<file path="config.mk">
export PLATFORM = sky130hd
export DESIGN_NAME = uart_sipo_rx
export DESIGN_NICKNAME = d
export VERILOG_FILES = /design/src/rtl/uart_pkg.sv /design/src/rtl/uart_rx_sync.sv /design/src/rtl/uart_sipo_rx.sv
export SDC_FILE = /design/constraint.sdc
export NUM_CORES = 1
export LEC_CHECK = 0
export ABC_CLOCK_PERIOD_IN_PS = 2700
export CAP_MARGIN = 20
export CORE_ASPECT_RATIO = 1.4
export CORE_MARGIN = 2
export CORE_UTILIZATION = 55
export CTS_BUF_LIST = sky130_fd_sc_hd__clkbuf_4 sky130_fd_sc_hd__clkbuf_8
export DETAILED_ROUTE_END_ITERATION = 8
export DONT_BUFFER_PORTS = 1
export HOLD_SLACK_MARGIN = 0.06
export MAX_ROUTING_LAYER = met4
export PLACE_DENSITY = 0.72
export SETUP_SLACK_MARGIN = 0.02
export SLEW_MARGIN = 20
export SYNTH_ARGS = -nofsm -noshare
export SYNTH_HDL_FRONTEND = slang
export SYNTH_SLANG_ARGS = --single-unit
</file>
<file path="constraint.sdc">
create_clock -name baud_clk -period 2.7 [get_ports baud_clk]
set_input_delay 0 -clock baud_clk [delete_from_list [all_inputs] [get_ports baud_clk]]
set_output_delay 0 -clock baud_clk [all_outputs]
set_load 0.005 [all_outputs]
</file>
<file path="src/rtl/uart_pkg.sv">
// Shared UART definitions: parity encodings, receiver FSM state codes and
// frame geometry. Used by both the PISO transmitter and the SIPO receiver.
package uart_pkg;

  // Parity selection; both "none" codes behave identically.
  localparam logic [1:0] PAR_NONE0 = 2'b00;
  localparam logic [1:0] PAR_ODD   = 2'b01;
  localparam logic [1:0] PAR_EVEN  = 2'b10;
  localparam logic [1:0] PAR_NONE1 = 2'b11;

  // Receiver FSM state codes.
  localparam logic [2:0] ST_IDLE   = 3'd0;
  localparam logic [2:0] ST_START  = 3'd1;
  localparam logic [2:0] ST_DATA   = 3'd2;
  localparam logic [2:0] ST_PARITY = 3'd3;
  localparam logic [2:0] ST_STOP   = 3'd4;

  localparam int DATA_BITS = 8;

  // True when the frame carries a parity bit.
  function automatic logic parity_enabled(input logic [1:0] ptype);
    return (ptype == PAR_ODD) || (ptype == PAR_EVEN);
  endfunction

endpackage

</file>
<file path="src/rtl/uart_rx_sync.sv">
// Multi-stage synchronizer for the asynchronous serial line. Resets to 1 so
// the idle-high line never looks like a start bit coming out of reset.
module uart_rx_sync #(
  parameter int SYNC_STAGES = 2
) (
  input  logic baud_clk,
  input  logic reset_n,
  input  logic data_async,
  output logic data_sync
);

  logic [SYNC_STAGES-1:0] sync_q;

  // Shift the raw line through the flop chain.
  always_ff @(posedge baud_clk or negedge reset_n) begin
    if (!reset_n) begin
      sync_q <= '1;
    end else begin
      sync_q <= {sync_q[SYNC_STAGES-2:0], data_async};
    end
  end

  assign data_sync = sync_q[SYNC_STAGES-1];

endmodule

</file>
<file path="src/rtl/uart_sipo_rx.sv">
// UART receive frame decoder with serial-in/parallel-out shift register.
// Oversamples the synchronized line, samples each bit at its centre, checks
// parity and stop bit and presents the byte with a one-cycle done pulse.
//
// Handshake: done_flag is a one-cycle valid strobe with no ready/back-pressure;
// data_out, parity_error and frame_error are valid on that cycle and hold
// until the next done_flag.
module uart_sipo_rx
  import uart_pkg::*;
#(
  parameter int OVERSAMPLE  = 16,
  parameter int SYNC_STAGES = 2
) (
  input  logic                 baud_clk,
  input  logic                 reset_n,
  input  logic                 data_rx,
  input  logic [1:0]           parity_type,
  output logic [DATA_BITS-1:0] data_out,
  output logic                 done_flag,
  output logic                 active_flag,
  output logic                 parity_error,
  output logic                 frame_error
);

  localparam int TW = $clog2(OVERSAMPLE);
  // Mid start bit is half a bit after t0; later samples are a full bit apart.
  localparam logic [TW-1:0] TICK_MID = TW'(OVERSAMPLE/2 - 1);
  localparam logic [TW-1:0] TICK_END = TW'(OVERSAMPLE - 1);
  localparam logic [2:0]    LAST_BIT = 3'(DATA_BITS - 1);

  logic                 rx_s;
  logic [2:0]           state;
  logic [TW-1:0]        tick_cnt;
  logic [2:0]           bit_cnt;
  logic [DATA_BITS-1:0] shift_reg;
  logic [1:0]           par_type_q;
  logic                 par_bit;
  logic                 par_err_next;

  uart_rx_sync #(
    .SYNC_STAGES(SYNC_STAGES)
  ) u_sync (
    .baud_clk  (baud_clk),
    .reset_n   (reset_n),
    .data_async(data_rx),
    .data_sync (rx_s)
  );

  // Parity verdict for the frame being closed, from the latched parity type.
  always_comb begin
    par_err_next = 1'b0;
    case (par_type_q)
      PAR_ODD:  par_err_next = ((^shift_reg) ^ par_bit) != 1'b1;
      PAR_EVEN: par_err_next = ((^shift_reg) ^ par_bit) != 1'b0;
      default:  par_err_next = 1'b0;
    endcase
  end

  // Frame FSM, tick/bit counters, shift register and output registers.
  always_ff @(posedge baud_clk or negedge reset_n) begin
    if (!reset_n) begin
      state        <= ST_IDLE;
      tick_cnt     <= '0;
      bit_cnt      <= '0;
      shift_reg    <= '0;
      par_type_q   <= PAR_NONE0;
      par_bit      <= 1'b0;
      data_out     <= '0;
      done_flag    <= 1'b0;
      active_flag  <= 1'b0;
      parity_error <= 1'b0;
      frame_error  <= 1'b0;
    end else begin
      done_flag <= 1'b0;
      case (state)
        ST_IDLE: begin
          active_flag <= 1'b0;
          if (!rx_s) begin
            state       <= ST_START;
            tick_cnt    <= '0;
            par_type_q  <= parity_type;
            active_flag <= 1'b1;
          end
        end
        ST_START: begin
          if (tick_cnt == TICK_MID) begin
            tick_cnt <= '0;
            if (rx_s) begin
              // Line went back high: glitch, not a frame.
              state       <= ST_IDLE;
              active_flag <= 1'b0;
            end else begin
              state   <= ST_DATA;
              bit_cnt <= '0;
            end
          end else begin
            tick_cnt <= tick_cnt + 1'b1;
          end
        end
        ST_DATA: begin
          if (tick_cnt == TICK_END) begin
            tick_cnt  <= '0;
            shift_reg <= {rx_s, shift_reg[DATA_BITS-1:1]};
            bit_cnt   <= bit_cnt + 1'b1;
            if (bit_cnt == LAST_BIT) begin
              state <= parity_enabled(par_type_q) ? ST_PARITY : ST_STOP;
            end
          end else begin
            tick_cnt <= tick_cnt + 1'b1;
          end
        end
        ST_PARITY: begin
          if (tick_cnt == TICK_END) begin
            tick_cnt <= '0;
            par_bit  <= rx_s;
            state    <= ST_STOP;
          end else begin
            tick_cnt <= tick_cnt + 1'b1;
          end
        end
        ST_STOP: begin
          if (tick_cnt == TICK_END) begin
            // Return to IDLE mid stop bit so a following start edge is caught.
            tick_cnt     <= '0;
            data_out     <= shift_reg;
            parity_error <= par_err_next;
            frame_error  <= ~rx_s;
            done_flag    <= 1'b1;
            active_flag  <= 1'b0;
            state        <= ST_IDLE;
          end else begin
            tick_cnt <= tick_cnt + 1'b1;
          end
        end
        default: begin
          state       <= ST_IDLE;
          active_flag <= 1'b0;
        end
      endcase
    end
  end

endmodule

</file>
==> flow_summary_export.csv, run 1 <==
group,metric,value,unit
outcome,status,"complete, no violations",
grt,grt_overflow,0,
clock_tree,post-cts-setup-buffers,0,
grt,grt_busiest_layer,"met2",
final_layout,finish.instance_area,1970,um2
logic_synthesis,postSynthNetCount,176,
grt,grt_antenna_before_repair,0,
worst_setup_path,worst-r2r-setup-slack,0.65,ns
floorplanning,die-height,71.1,um
worst_setup_path,cp_data_required_time,2.87,ns
placement,placed_area,1790,um2
clock_tree,clock_path_buffers,2,
power,power.switching,0.573,mW
power,power_switching_share,32.9,%
detailed_routing,drt_drc_violations_left,0,
detailed_routing,wl_per_cell,15.0,um
grt,grt_start_max_net_pins,36,
logic_synthesis,postSynthCellCount,166,
clock_tree,number_of_buffers_added_by_the_clock_tree_synthesis_step,5,
grt,grt_usage,20.9,%
detailed_routing,antenna_violating_nets_post_route,0,
hold_path,class_of_the_worst_hold_path,"in2async",
floorplanning,floorplan.initialDensity,57.2,%
logic_synthesis,post_synth_main_area_contributors,"dfrtp_1, mux2_2, nand2_1, ha_1, dfstp_2",
worst_setup_path,setup.worst_path.class,"reg2reg",
power,share_clk_of_total_power,27.9,%
logic_synthesis,synth_area,1770,um2
grt,grt_first_pass_wirelength,5520,um
final_layout,diodes,0,
timing,timing.fmax,0.488,GHz
power,fin_total_pwr,1.74,mW
clock_tree,clk_pin_slew,0.07,ns
worst_setup_path,cp_max_stage_cell,"dfrtp_1",
floorplanning,placeableCoreArea,3090,um2
timing,worst_pin_slew,0.654,ns
clock_tree,cts_tree,"built",
grt,met1_routing_resource_usage_after_global_routing,22.3,%
detailed_routing,drt_pass1_iterations,4,
timing,clock-skew-final,0.00425,ns
worst_setup_path,critPathCaptureType,"flip-flop",
timing,grt_setup_unrepaired,"no",
logic_synthesis,ys_ff_latch,35,
logic_synthesis,synth.avg_cell_area,10.7,um2
timing,hold_slack,0.158,ns
detailed_routing,dr.first_iter.drc_count,23,
placement,hpwl,2240,um
worst_setup_path,cp.arrival,2.22,ns
logic_synthesis,synth_flop_cell,"dfrtp_1",
final_layout,finalCoreUtilization,63.7,%
final_layout,layout.filler_cells,256,
logic_synthesis,top_area_cell_type_share_of_the_netlist_area,46.7,%
worst_setup_path,worstPathMaxFanout,16,
timing,setup_viol,0,
power,power-per-cell-area,885,nW/um2
grt,gr-usage-met3,4.64,%
logic_synthesis,yosysSeqAreaShare,49.6,%
worst_setup_path,r2r.worst_path.cells,4,
worst_setup_path,cp_slowest_stage_delay,0.62,ns
timing,post-route-period-util,76.0,%
timing,max-slew-margin-rel,56.3,%
final_layout,layout.cells.most_common,"dfrtp_1",
clock_tree,tritoncts_num_sinks,35,
logic_synthesis,number_of_flops_mapped_to_enable_cells_by_yosys,0,
grt,global_route.usage.met2,34.9,%
worst_setup_path,crit-reg2reg-launch,"state[0]$_DFFE_PN0P_",
floorplanning,row_count,24,
power,p_int,1.17,mW
floorplanning,die_x,51.9,um
worst_setup_path,cp_cell_sequence,"nor3b_1 -> and2_1 -> or4_4 -> mux2_4",
placement,gp_congestion,0.807,
final_layout,stdcell_count,211,
timing,timing.final.crit_period,2.05,ns
final_layout,layout.cells.most_common_list,"dfrtp_1, nand2_1, mux2_2",
logic_synthesis,netlist.top_cell.by_area,"dfrtp_1",
detailed_routing,wl,3170,um
logic_synthesis,ys.warnings.count,0,
detailed_routing,num_vias,1195,
power,power.share.sequential,40.2,%
final_layout,fraction_of_layout_instances_using_a_drive_strength_above_1,18.6,%
timing,final.setup.worst_slack,0.649,ns
timing,final_max_slew_viol_count,0,
floorplanning,ioPinCount,17,
worst_setup_path,cp-start-kind,"flip-flop",
final_layout,layout_area_overhead,11.3,%
final_layout,fin_nets,181,
placement,inst_count_dp,198,
power,irDropWorstVdd,0.515,mV
placement,place_ws,0.675,ns
clock_tree,htree_levels,2,
logic_synthesis,postSynth.asyncResetShare,100,%
timing,accumulated_negative_setup_slack,0,ns
clock_tree,clkLatencyLatePin,0.29,ns
floorplanning,die_area,3690,um2
logic_synthesis,synth_cell_types,44,
power,power_frac_comb,31.8,%
grt,via_count_of_the_first_global_routing_pass,1231,
detailed_routing,viasPerCell,5.66,
placement,buffer_ports.inserted,0,
power,total_leakage_power,0.968,nW
clock_tree,clock-root-buffer,"clkbuf_8",
timing,timing_hold_violations_final,0,
worst_setup_path,r2r_end,"state[0]$_DFFE_PN0P_",
run,max_cap_violations,0,
==> layout make-up <==
type,instances,area [um2],area share (%)
timing repair buffer,8,82.6,4.19
clock buffer,6,82.6,4.19
multi-input combinational,117,827,42.0
sequential,35,878,44.6
clock inverter,2,35.0,1.78
tap,39,48.8,2.48
inverter,4,15.0,0.762
==> timing repair <==
item	in CTS	in global routing
hold endpoints to repair	38	0
hold buffers	5	0
gates resized for setup	0	0
setup endpoints to repair	0	0
==> cell families after synthesis <==
kind of cell	share of synthesized area (%)
AO/OA/AOI/OAI	9.34
AND/OR/NAND/NOR	18.7
buffers and inverters	3.61
flip-flops	49.6
adder cells (fa/ha/maj)	3.54
XOR/XNOR	5.37
multiplexers	9.76
==> power groups by stage <==
stage	registers (mW)	clock network, mW	logic [mW]
2_1_floorplan	0.665	0	0.480
3_3_place_gp	0.707	0	0.521
3_5_place_dp	0.711	0	0.544
4_1_cts	0.701	0.496	0.563
5_1_grt	0.717	0.514	0.625
6_report	0.702	0.487	0.555
==> synth_stat cells (2+ instances only) <==
| master | n |
|---|---|
| dfrtp_1 | 33 |
| nand2_1 | 29 |
| mux2_2 | 10 |
| a21oi_1 | 7 |
| nor3_1 | 7 |
| clkbuf_1 | 6 |
| o21ai_0 | 6 |
| ha_1 | 5 |
| inv_1 | 4 |
| nand2b_1 | 4 |
| nand4_1 | 4 |
| buf_2 | 3 |
| mux2i_1 | 3 |
| nand3_1 | 3 |
| nor2_1 | 3 |
| a22o_1 | 2 |
| and2_1 | 2 |
| dfstp_2 | 2 |
| mux2_4 | 2 |
| nor2b_1 | 2 |
| nor3b_1 | 2 |
| o21bai_1 | 2 |
| o22ai_1 | 2 |
| xnor2_1 | 2 |
| xnor3_1 | 2 |
==> worst max path at each step <==
stage                                        from                    to  cells past startpoint
after floorplan           tick_cnt[0]$_DFFE_PN0P_  state[0]$_DFFE_PN0P_                      6
after global placement    tick_cnt[1]$_DFFE_PN0P_  state[0]$_DFFE_PN0P_                      5
after detailed placement  tick_cnt[1]$_DFFE_PN0P_  state[1]$_DFFE_PN0P_                      5
after CTS                 tick_cnt[1]$_DFFE_PN0P_  state[1]$_DFFE_PN0P_                      5
after global routing         state[0]$_DFFE_PN0P_  state[1]$_DFFE_PN0P_                      4
final                        state[0]$_DFFE_PN0P_  state[0]$_DFFE_PN0P_                      4
==> routing by layer <==
| layer | vias up | part of all wire [%] | wire length [um] |
|---|---|---|---|
| met1 | 575 | 39 | 1250 |
| met4 | 0 | 2.7 | 85 |
| met3 | 7 | 3.6 | 115 |
| met5 | - | 0 | 0 |
| met2 | 26 | 54 | 1710 |
| li1 | 587 | - | - |
==> critical path, delay by kind of cell, from the launching register on <==
kind / cells / cell delay, ns
DFF: 1 / 0.62
muxes: 1 / 0.31
and+or+nand+nor: 3 / 1.00
No activity file was read; power rests on OpenSTA's default activity.
==> run 2, diff against run 1 <==
--- a/config.mk
+++ b/config.mk
@@ -5,7 +5,7 @@
 export SDC_FILE = /design/constraint.sdc
 export NUM_CORES = 1
 export LEC_CHECK = 0
-export ABC_CLOCK_PERIOD_IN_PS = 2700
+export ABC_CLOCK_PERIOD_IN_PS = 2100
 export CAP_MARGIN = 20
 export CORE_ASPECT_RATIO = 1.4
 export CORE_MARGIN = 2
==> constraint.sdc (replaced) <==
create_clock -name baud_clk -period 2.1 [get_ports baud_clk]
set_input_delay 0 -clock baud_clk [delete_from_list [all_inputs] [get_ports baud_clk]]
set_output_delay 0 -clock baud_clk [all_outputs]
set_load 0.005 [all_outputs]
==> flow_summary_export.csv, run 2 (same netlist as run 1, synthesis figures left out) <==
group,metric,value,unit
final_layout,layout.area.seq,878,um2
grt,grt_overflow,0,
final_layout,fin_nets,183,
grt,grt_start_max_net_pins,36,
floorplanning,ioPinCount,17,
placement,gp_congestion,0.866,
timing,max-slew-margin-rel,70.5,%
placement,buffer_ports.inserted,0,
detailed_routing,viasPerCell,5.74,
clock_tree,clk_pin_slew,0.07,ns
detailed_routing,wl_per_cell,14.6,um
placement,hpwl,2150,um
timing,timing_hold_violations_final,0,
clock_tree,cts_tree,"built",
timing,post-route-period-util,93.2,%
final_layout,finish.instance_area,1990,um2
worst_setup_path,cp_data_required_time,2.27,ns
grt,grt_antenna_before_repair,0,
clock_tree,clkLatencyLatePin,0.28,ns
clock_tree,number_of_buffers_added_by_the_clock_tree_synthesis_step,5,
hold_path,class_of_the_worst_hold_path,"in2async",
timing,timing.fmax,0.511,GHz
grt,grt_usage,19.8,%
floorplanning,die-height,71.1,um
final_layout,finalCoreUtilization,64.3,%
final_layout,multi_input_comb_area,832,um2
final_layout,layout.cells.most_common_list,"dfrtp_1, nand2_1, mux2_2",
timing,setup_viol,0,
detailed_routing,antenna_violating_nets_post_route,0,
clock_tree,clock-root-buffer,"clkbuf_8",
final_layout,layout.filler_cells,253,
detailed_routing,num_vias,1223,
final_layout,stdcell_count,213,
final_layout,layout.cells.most_common,"dfrtp_1",
worst_setup_path,crit-reg2reg-launch,"tick_cnt[1]$_DFFE_PN0P_",
outcome,status,"complete, no violations",
worst_setup_path,worstSetupStartpoint,"tick_cnt[1]$_DFFE_PN0P_",
timing,accumulated_negative_setup_slack,0,ns
detailed_routing,drt_drc_violations_left,0,
clock_tree,htree_levels,2,
timing,grt_setup_unrepaired,"no",
timing,timing.final.crit_period,1.96,ns
floorplanning,placeableCoreArea,3090,um2
placement,placed_area,1810,um2
timing,worst_pin_slew,0.431,ns
final_layout,layout_area_overhead,12.4,%
final_layout,diodes,0,
clock_tree,clock_path_buffers,2,
floorplanning,die_area,3690,um2
grt,via_count_of_the_first_global_routing_pass,1232,
floorplanning,row_count,24,
power,power-per-cell-area,1140,nW/um2
worst_setup_path,cp.arrival,2.13,ns
power,irDropWorstVdd,0.733,mV
timing,hold_slack,0.155,ns
worst_setup_path,cp-start-kind,"flip-flop",
run,max_cap_violations,0,
grt,grt_first_pass_wirelength,5270,um
worst_setup_path,setup.worst_path.class,"reg2reg",
detailed_routing,drt_pass1_iterations,4,
power,total_leakage_power,0.981,nW
timing,final_max_slew_viol_count,0,
worst_setup_path,worstPathMaxFanout,6,
floorplanning,die_x,51.9,um
placement,inst_count_dp,200,
final_layout,fraction_of_layout_instances_using_a_drive_strength_above_1,20.1,%
clock_tree,post-cts-setup-buffers,0,
detailed_routing,wl,3110,um
floorplanning,floorplan.initialDensity,57.2,%
clock_tree,tritoncts_num_sinks,35,
detailed_routing,dr.first_iter.drc_count,32,
worst_setup_path,critPathCaptureType,"flip-flop",
timing,clock-skew-final,0.00449,ns
run 2: repair_timing:
item | CTS | global route
endpoints found under the hold margin | 38 | 0
gates resized for setup | 0 | 1
setup endpoints to repair | 0 | 3
hold buffers | 5 | 0
run 2: per-stage QoR:
stage / power [mW] / setup WS (ns)
2_1_floorplan: 1.47 / 0.261
4_1_cts: 2.28 / 0.148
6_report: 2.26 / 0.142
5_1_grt: 2.40 / 0.0684
3_5_place_dp: 1.62 / 0.152
3_3_place_gp: 1.59 / 0.215
run 2: worst paths after layout:
path,endpoint,slack [ns],cells past startpoint
hold reg to reg,u_sync.sync_q[1]$_DFF_PN1_,0.36,0
hold / removal,shift_reg[6]$_DFFE_PN0P_,0.16,2
setup reg to reg,state[1]$_DFFE_PN0P_,0.14,5
setup / recovery,state[1]$_DFFE_PN0P_,0.14,5
max in group asynchronous,u_sync.sync_q[1]$_DFF_PN1_,1.69,2
min in group baud_clk,u_sync.sync_q[0]$_DFF_PN1_,0.25,1
run 2: report_power, final:
| group | switching, mW | total [mW] | leakage, nW | internal [mW] |
|---|---|---|---|---|
| clock | 0.236 | 0.620 | 0.0612 | 0.384 |
| sequential | 0.104 | 0.879 | 0.468 | 0.775 |
| combinational | 0.400 | 0.763 | 0.451 | 0.363 |
| total | 0.740 | 2.26 | 0.981 | 1.52 |
run 2: layout make-up:
class / count / area share (%)
Multi-Input combinational cell: 117 / 41.8
Clock inverter: 2 / 1.76
Sequential cell: 35 / 44.2
Tap cell: 39 / 2.45
Timing Repair Buffer: 10 / 4.91
Inverter: 4 / 0.755
Clock buffer: 6 / 4.15
run 2: critical path, stage by stage (launching register included):
cell	delay, ns
dfrtp_1	0.39
ha_1	0.25
nand3_1	0.14
and2_1	0.20
or4_4	0.55
mux2_4	0.31
run 2: routing by layer:
layer  track usage (%)  wire, um  part of all wire, %
met1              21.1      1300                   42
met2              33.2      1640                   53
met3              5.49        98                  3.2
met4              9.36        67                  2.2
met5                 -         0                    0
==> run 3, diff against run 2 <==
--- a/config.mk
+++ b/config.mk
@@ -7,15 +7,17 @@
 export LEC_CHECK = 0
 export ABC_CLOCK_PERIOD_IN_PS = 2100
 export CAP_MARGIN = 20
+export CELL_PAD_IN_SITES_DETAIL_PLACEMENT = 1
+export CELL_PAD_IN_SITES_GLOBAL_PLACEMENT = 1
 export CORE_ASPECT_RATIO = 1.4
 export CORE_MARGIN = 2
-export CORE_UTILIZATION = 55
+export CORE_UTILIZATION = 52
 export CTS_BUF_LIST = sky130_fd_sc_hd__clkbuf_4 sky130_fd_sc_hd__clkbuf_8
 export DETAILED_ROUTE_END_ITERATION = 8
 export DONT_BUFFER_PORTS = 1
 export HOLD_SLACK_MARGIN = 0.06
 export MAX_ROUTING_LAYER = met4
-export PLACE_DENSITY = 0.72
+export PLACE_DENSITY = 0.84
 export SETUP_SLACK_MARGIN = 0.02
 export SLEW_MARGIN = 20
 export SYNTH_ARGS = -nofsm -noshare
==> flow_summary_export.csv, run 3 (same netlist as run 1, synthesis figures left out) <==
group,metric,value,unit
worst_setup_path,cp_data_required_time,2.28,ns
grt,grt_usage,24.2,%
clock_tree,post-cts-setup-buffers,0,
placement,buffer_ports.inserted,0,
final_layout,diodes,0,
floorplanning,floorplan.initialDensity,53.4,%
clock_tree,clock_path_buffers,2,
floorplanning,placeableCoreArea,3320,um2
timing,max-slew-margin-rel,70.8,%
placement,gp_congestion,0.853,
clock_tree,clk_pin_slew,0.07,ns
detailed_routing,viasPerCell,5.92,
final_layout,layout.cells.most_common_list,"dfrtp_1, nand2_1, mux2_2",
power,share_clk_of_total_power,22.5,%
clock_tree,htree_levels,2,
final_layout,layout.cells.most_common,"dfrtp_1",
timing,grt_setup_unrepaired,"no",
power,power_switching_share,36.2,%
floorplanning,die-height,73.0,um
grt,grt_start_max_net_pins,36,
worst_setup_path,cp.arrival,2.12,ns
detailed_routing,wl_per_cell,18.5,um
final_layout,layout_area_overhead,11.2,%
power,power-per-cell-area,1120,nW/um2
timing,worst_pin_slew,0.428,ns
placement,hpwl,2730,um
timing,setup_viol,0,
floorplanning,die_x,53.3,um
detailed_routing,dr.first_iter.drc_count,23,
grt,grt_first_pass_wirelength,6480,um
timing,post-route-period-util,92.4,%
worst_setup_path,critPathCaptureType,"flip-flop",
grt,via_count_of_the_first_global_routing_pass,1367,
worst_setup_path,worst-r2r-setup-slack,0.16,ns
clock_tree,clock-root-buffer,"clkbuf_8",
detailed_routing,drt_pass1_iterations,5,
floorplanning,die_area,3890,um2
power,power_frac_comb,36.5,%
final_layout,fraction_of_layout_instances_using_a_drive_strength_above_1,20.8,%
grt,grt_overflow,0,
power,total_leakage_power,0.968,nW
detailed_routing,wl,3940,um
timing,final_max_slew_viol_count,0,
worst_setup_path,cp-start-kind,"flip-flop",
detailed_routing,num_vias,1261,
floorplanning,row_count,25,
outcome,status,"complete, no violations",
floorplanning,ioPinCount,17,
timing,clock-skew-final,0.00329,ns
timing,timing_hold_violations_final,0,
detailed_routing,antenna_violating_nets_post_route,0,
grt,grt_antenna_before_repair,0,
power,p_int,1.40,mW
power,power.switching,0.796,mW
final_layout,stdcell_count,213,
final_layout,fin_nets,183,
worst_setup_path,worstPathMaxFanout,13,
timing,timing.final.crit_period,1.94,ns
worst_setup_path,setup.worst_path.class,"reg2reg",
clock_tree,cts_tree,"built",
timing,timing.fmax,0.515,GHz
run,max_cap_violations,0,
hold_path,class_of_the_worst_hold_path,"in2async",
clock_tree,number_of_buffers_added_by_the_clock_tree_synthesis_step,5,
power,irDropWorstVdd,0.759,mV
clock_tree,clkLatencyLatePin,0.29,ns
power,power.share.sequential,41.0,%
clock_tree,tritoncts_num_sinks,35,
placement,inst_count_dp,201,
timing,accumulated_negative_setup_slack,0,ns
detailed_routing,drt_drc_violations_left,0,
==> run 3: power groups by stage <==
| stage | clock, mW | combinational [mW] | sequential [mW] |
|---|---|---|---|
| floorplan | 0 | 0.617 | 0.856 |
| global placement | 0 | 0.693 | 0.893 |
| detailed placement | 0 | 0.755 | 0.906 |
| CTS | 0.510 | 0.787 | 0.894 |
| global route | 0.539 | 0.895 | 0.914 |
| finish | 0.495 | 0.804 | 0.901 |
==> run 3: layout make-up <==
class	instances	area (um2)
Sequential cell	35	878
Tap cell	40	50.0
Clock inverter	1	5.00
Multi-Input combinational cell	117	840
Timing Repair Buffer	10	97.6
Clock buffer	6	82.6
Fill cell	365	1350
Inverter	4	15.0
==> run 3: repair_timing <==
item	in CTS	in global routing
hold buffers	5	0
resized for setup	0	3
hold endpoints to repair	38	0
setup endpoints to repair	0	9
==> run 3: per-layer routing <==
metal | up-vias | global-route usage, % | wire length [um]
met1 | 630 | 25.1 | 1510
met3 | 13 | 6.97 | 131
li1 | 592 | - | -
met5 | - | - | 0
met2 | 26 | 41.7 | 2210
met4 | 0 | 9.69 | 85
==> run 3: final timing paths <==
check | start | endpoint | depth (start not counted)
hold / removal | reset_n | shift_reg[5]$_DFFE_PN0P_ | 2
min in group baud_clk | data_rx | u_sync.sync_q[0]$_DFF_PN1_ | 1
max in group asynchronous | reset_n | u_sync.sync_q[1]$_DFF_PN1_ | 2
hold reg to reg | u_sync.sync_q[0]$_DFF_PN1_ | u_sync.sync_q[1]$_DFF_PN1_ | 0
setup reg to reg | state[1]$_DFFE_PN0P_ | state[0]$_DFFE_PN0P_ | 4
setup / recovery | state[1]$_DFFE_PN0P_ | state[0]$_DFFE_PN0P_ | 4
==> run 3: critical path, stage by stage, from the launching register on <==
cell and delay [ns]:
dfrtp_1 0.58, nor3b_2 0.16, and2_1 0.22, or4_4 0.55
mux2_4 0.31
==> run 3: stage by stage <==
stage | power, mW | setup WS [ns] | cell area (um2) | util [%] | hold WS (ns)
4_1_cts | 2.19 | 0.105 | 1960 | 59.0 | 0.165
5_1_grt | 2.35 | 0.0693 | 1970 | 59.4 | 0.186
2_1_floorplan | 1.47 | 0.261 | 1770 | - | -0.296
6_report | 2.20 | 0.159 | 1970 | 59.4 | 0.163
3_3_place_gp | 1.59 | 0.221 | 1810 | 54.5 | -0.295
3_5_place_dp | 1.66 | 0.127 | 1810 | 54.5 | -0.295
